## config.mk

```make
export PLATFORM = sky130hd
export DESIGN_NAME = uart_rx
export DESIGN_NICKNAME = d
export VERILOG_FILES = /design/src/rtl/uart_rx_pkg.sv /design/src/rtl/uart_rx_sync2.sv /design/src/rtl/uart_rx.sv
export SDC_FILE = /design/constraint.sdc
export NUM_CORES = 1
export LEC_CHECK = 0
export CORE_AREA = 2 2 53 55
export CTS_CLUSTER_SIZE = 30
export DETAILED_ROUTE_END_ITERATION = 7
export DIE_AREA = 0 0 55 57
export PLACE_DENSITY = 0.76
export SYNTH_ARGS = -nofsm -noshare
export SYNTH_HDL_FRONTEND = slang
export SYNTH_SLANG_ARGS = --single-unit
```

## constraint.sdc

```tcl
create_clock -name CLK -period 2.09 [get_ports CLK]
set_clock_uncertainty 0.1 [all_clocks]
set_input_delay 0.627 -clock CLK [delete_from_list [all_inputs] [get_ports CLK]]
set_output_delay 0.627 -clock CLK [all_outputs]
set_load 0.005 [all_outputs]
```

## src/rtl/uart_rx_pkg.sv

```systemverilog
// Shared definitions for the UART receiver: FSM state encoding and oversampling constants.
package uart_rx_pkg;

  typedef enum logic [1:0] {
    StIdle  = 2'b00,
    StStart = 2'b01,
    StData  = 2'b10,
    StStop  = 2'b11
  } state_e;

  // 16x oversampling; the start bit is confirmed at its middle (tick index 7).
  localparam int unsigned OVS = 16;
  localparam int unsigned MID = 7;

endpackage

```

## src/rtl/uart_rx_sync2.sv

```systemverilog
// Two-flop synchronizer for an asynchronous single-bit input, with a selectable reset value.
module uart_rx_sync2 #(
  parameter logic RESET_VAL = 1'b1
) (
  input  logic i_clk,
  input  logic i_rst_n,
  input  logic i_d,
  output logic o_q
);

  logic r_meta;
  logic r_sync;

  // Shift the raw input through two flops to settle metastability.
  always_ff @(posedge i_clk or negedge i_rst_n) begin
    if (!i_rst_n) begin
      r_meta <= RESET_VAL;
      r_sync <= RESET_VAL;
    end else begin
      r_meta <= i_d;
      r_sync <= r_meta;
    end
  end

  assign o_q = r_sync;

endmodule

```

## src/rtl/uart_rx.sv

```systemverilog
// 8-N-1 UART receiver timed by a 16x oversampling tick; delivers each byte with a done strobe
// and a framing-error flag.
module uart_rx
  import uart_rx_pkg::*;
#(
  parameter int unsigned DBIT    = 8,
  parameter int unsigned SB_TICK = 16
) (
  input  logic            CLK,
  input  logic            RESET,
  input  logic            RX,
  input  logic            S_TICK,
  output logic [DBIT-1:0] DOUT,
  output logic            RX_DONE_TICK,
  output logic            FRAME_ERR
);

  localparam int unsigned NW = (DBIT > 1) ? $clog2(DBIT) : 1;

  localparam logic [3:0]    S_MID  = 4'(MID);
  localparam logic [3:0]    S_LAST = 4'(OVS - 1);
  localparam logic [3:0]    S_STOP = 4'(SB_TICK - 1);
  localparam logic [NW-1:0] N_LAST = NW'(DBIT - 1);

  logic w_rx_s;

  state_e          r_state, w_state_d;
  logic [3:0]      r_s, w_s_d;
  logic [NW-1:0]   r_n, w_n_d;
  logic [DBIT-1:0] r_b, w_b_d;
  logic [DBIT-1:0] r_dout, w_dout_d;
  logic            r_done, w_done_d;
  logic            r_ferr, w_ferr_d;

  uart_rx_sync2 #(
    .RESET_VAL (1'b1)
  ) u_sync_rx (
    .i_clk   (CLK),
    .i_rst_n (RESET),
    .i_d     (RX),
    .o_q     (w_rx_s)
  );

  // State and datapath registers; reset discards any partial frame.
  always_ff @(posedge CLK or negedge RESET) begin
    if (!RESET) begin
      r_state <= StIdle;
      r_s     <= '0;
      r_n     <= '0;
      r_b     <= '0;
      r_dout  <= '0;
      r_done  <= 1'b0;
      r_ferr  <= 1'b0;
    end else begin
      r_state <= w_state_d;
      r_s     <= w_s_d;
      r_n     <= w_n_d;
      r_b     <= w_b_d;
      r_dout  <= w_dout_d;
      r_done  <= w_done_d;
      r_ferr  <= w_ferr_d;
    end
  end

  // Next-state logic: every state except IDLE advances only on S_TICK.
  always_comb begin
    w_state_d = r_state;
    w_s_d     = r_s;
    w_n_d     = r_n;
    w_b_d     = r_b;
    w_dout_d  = r_dout;
    w_ferr_d  = r_ferr;
    w_done_d  = 1'b0;
    unique case (r_state)
      StIdle: begin
        // A tick coinciding with start detection is deliberately not counted.
        if (!w_rx_s) begin
          w_state_d = StStart;
          w_s_d     = '0;
        end
      end
      StStart: begin
        if (S_TICK) begin
          if (r_s == S_MID) begin
            if (!w_rx_s) begin
              w_state_d = StData;
              w_s_d     = '0;
              w_n_d     = '0;
            end else begin
              // Line went back high by mid-start-bit: treat as noise.
              w_state_d = StIdle;
            end
          end else begin
            w_s_d = r_s + 4'd1;
          end
        end
      end
      StData: begin
        if (S_TICK) begin
          if (r_s == S_LAST) begin
            w_s_d = '0;
            w_b_d = {w_rx_s, r_b[DBIT-1:1]};
            if (r_n == N_LAST) begin
              w_state_d = StStop;
            end else begin
              w_n_d = r_n + 1'b1;
            end
          end else begin
            w_s_d = r_s + 4'd1;
          end
        end
      end
      StStop: begin
        if (S_TICK) begin
          if (r_s == S_STOP) begin
            // Frames with a bad stop bit are still delivered, flagged by FRAME_ERR.
            w_dout_d  = r_b;
            w_ferr_d  = ~w_rx_s;
            w_done_d  = 1'b1;
            w_state_d = StIdle;
          end else begin
            w_s_d = r_s + 4'd1;
          end
        end
      end
      default: w_state_d = StIdle;
    endcase
  end

  assign DOUT         = r_dout;
  assign RX_DONE_TICK = r_done;
  assign FRAME_ERR    = r_ferr;

endmodule

```

==> impl_results.md <==
* Outcome: finished clean
* Worst EP arrival at 1200 ps
* Flop2flop setup slack at 220 ps
* Slew HR at 67.5%
* Sw Share at 33.8%
* Gr ovfl total at 0
* Clock root cell: clkbuf_4
* Most common cell in the netlist: dfrtp_1
* Drt total wl at 2.35 mm
* Placed insts at 146
* Worst-Skew Late Latency at 320 ps
* Minimum clock period at 1930 ps
* Fin crit share at 92.2%
* Hold Crit Endpoint: u_sync_rx.o_q
* CTS Hold Buffers Added at 0
* Pleak at 0.792 nW
* Worst hold start: u_sync_rx.r_meta
* Final Instance Count excl. Fillers at 154
* First-pass GRT wire length at 3.93 mm
* Die Height at 57 um
* R2r worst-path depth at 5
* Ys async rst share at 100%
* Core Area at 0.00262 mm^2
* H-tree depth at 2
* Max incr delay on CP at 500 ps
* Vias at 879
* Synth area leader: dfrtp_1
* Pre-Repair DR Iteration Count at 4
* Max clock buf depth at 2
* Mapped Cells at 102
* GRT Overall Usage at 17.8%
* Final Slew Violations at 0
* Clk sinks at 29
* Initial core utilization at 52.4%
* Post-DP HPWL at 1.67 mm
* Row count at 19
* Cts bufs inserted at 5
* WL/cell at 15.2 um
* Pin count of the biggest net entering global routing at 30
* Worst hold margin at 259 ps
* Setup CP Type: flip-flop to output port
* Worst min path class: flip-flop to flip-flop
* Antenna violation net count after detailed routing at 0
* Reg2reg start: r_s[0]
* Worst endpoint required time at 1360 ps
* Layout cells sized above 1 at 29.3%
* Final setup violation count at 0
* IR drop worst, VDD at 0.768 mV
* Synth unique cells at 33
* Hold Path Stages at 0
* Top post-synthesis cells by count: dfrtp_1 (27), mux2_2 (10), mux2_4 (8), nand2_1 (5), o21ai_0 (5)
* Mapped Area at 0.00137 mm^2
* Final hold vios at 0
* Die W at 55 um
* Kind of cell adding the most delay to the critical path: buffers and inverters
* Design area at 0.00162 mm^2
* # nets final at 129
* Top FF cell, synth: dfrtp_1
* Worst setup EP type: output port
* Clock edge transition at the registers on the reported setup and hold paths at 90 ps
* Post-synth EDFFs at 0
* I/O pins at 14
* Total Die Area at 0.00314 mm^2
* Register area share after synthesis at 53.2%
* Reg power frac at 52.6%
* CP Buf/Inv Count at 1
* Pwr dens at 948 mW/mm^2
* Syn Area/Cell at 13.4 um^2
* Yosys warns at 0
* Synth top area share at 49.3%
* RSZ-0062 raised after global routing: false
* Comb pwr share at 25.0%
* GP Congestion at 0.847
* Initial antenna violation count at 0
* Initial DRC Count at 20
* Startpoint class of the critical path: flip-flop
* Clock power share at 22.5%
* Worst-margin pin slew at 488 ps
* F_max at 519 MHz
* IO Port Bufs at 13
* Post-CTS resize count at 0
* Setup repair bufs after CTS at 0
* Vias in the first global route at 906
* Antenna Cells at 0
* Synth Register Bits at 29
* DR vias/cell at 5.71
* Syn nets at 109
* Reg2reg end: r_b[1]
* CTS tree: built
* CP max FO at 2
* Reported net switching power at 518 uW
* Max-cap violations at 0
* Post-DP Area at 0.00156 mm^2
* Internal power at 1.01 mW
* Main area contributors after synthesis: dfrtp_1 (49%), mux2_4 (8.8%), mux2_2 (8.2%)
* Critical-path top delay cell: clkdlybuf4s50_1
* DRC violations left at 0
* Area Overhead vs Synth at 18.0%
* CP cell instances: clkdlybuf4s50_1
-- metal layers --
metal  GRT usage, %  wire, um  vias to the layer above
met5              0         0                        -
met4           9.06        57                        0
met3           5.50        89                        7
met2           27.9      1210                       23
met1           21.8       991                      437
li1               -         -                      412
-- worst max path at each step --
stage	start	to	slack [ps]	cells past startpoint
after floorplan	r_s[0]	r_b[0]	390	5
after global placement	S_TICK	r_b[0]	-40	4
after detailed placement	S_TICK	r_b[1]	-80	4
after CTS	DOUT[4]	DOUT[4]	150	1
after global routing	DOUT[7]	DOUT[7]	110	1
final	DOUT[4]	DOUT[4]	160	1
-- layout by cell type, fill, tap and decap left out --
cell and instances:
dfrtp_1 27, clkdlybuf4s50_1 13, mux2_2 10, mux2_4 8, nand2_1 5, o21ai_0 5, clkbuf_4 5, buf_4 4
and3_1 3, inv_1 3, a22o_1 3, a21oi_1 3, a31oi_1 3, ha_1 3, xnor2_1 2, o31ai_1 2
nand3_1 2, clkbuf_1 2, buf_12 2, dfstp_2 2, nand4_2 1, nor4b_1 1, nor3_1 1, nand4_4 1
nor3b_4 1, and2b_1 1, nand3b_1 1, nor2_1 1, nand4b_1 1, or3b_2 1, o221ai_1 1, a21o_1 1
a221oi_1 1, and4_1 1, a21boi_0 1, clkbuf_8 1
-- power groups by stage --
stage	logic [mW]	clock network, mW	registers [mW]
6_report	0.383	0.344	0.806
3_5_place_dp	0.385	0	0.812
4_1_cts	0.387	0.357	0.800
5_1_grt	0.432	0.379	0.821
2_1_floorplan	0.407	0	0.718
3_3_place_gp	0.354	0	0.802
-- cells by family (layout without fill, tap and decap cells) --
group           Yosys count  count (layout)  share of synthesized area, %
compound gates           20              20                          9.68
xor+xnor                  2               2                          1.28
fa+ha+maj                 3               3                          2.74
buf+inv                   9              30                          4.57
flops                    29              29                          53.2
mux                      18              18                          17.0
simple gates             21              21                          11.6
-- metrics by stage --
| step | setup slack [ps] | util [%] | TNS (ps) | power, mW |
|---|---|---|---|---|
| floorplan | 386 | - | 0 | 1.13 |
| global placement | -36.2 | 59.6 | -223 | 1.16 |
| detailed placement | -79.7 | 59.6 | -566 | 1.20 |
| CTS | 145 | 61.8 | 0 | 1.54 |
| global route | 110 | 61.8 | 0 | 1.63 |
| finish | 164 | 61.8 | 0 | 1.53 |
-- area by class of cell --
class | instances | area [um^2]
fill | 212 | 998
tap | 31 | 38.8
timing repair buffer | 19 | 200
sequential | 29 | 728
multi-input combinational | 64 | 579
clock buffer | 8 | 58.8
inverter | 3 | 11.3
-- worst register-to-register path, cell delays in order, from the launching register on --
cell and delay [ps]:
dfrtp_1 380, ha_1 370, nand4_4 150, nor3b_4 270
buf_12 150, mux2_2 340
-- state kept, by name (all words and copies together) (netlist names), named ones only --
| name | cells |
|---|---|
| DOUT | 8 |
| FRAME_ERR | 1 |
| RX_DONE_TICK | 1 |
| r_b | 8 |
| r_n | 3 |
| r_s | 4 |
| r_state | 1 |
| u_sync_rx.o_q | 1 |
| u_sync_rx.r_meta | 1 |
No activity file was read; power rests on OpenSTA's default activity.
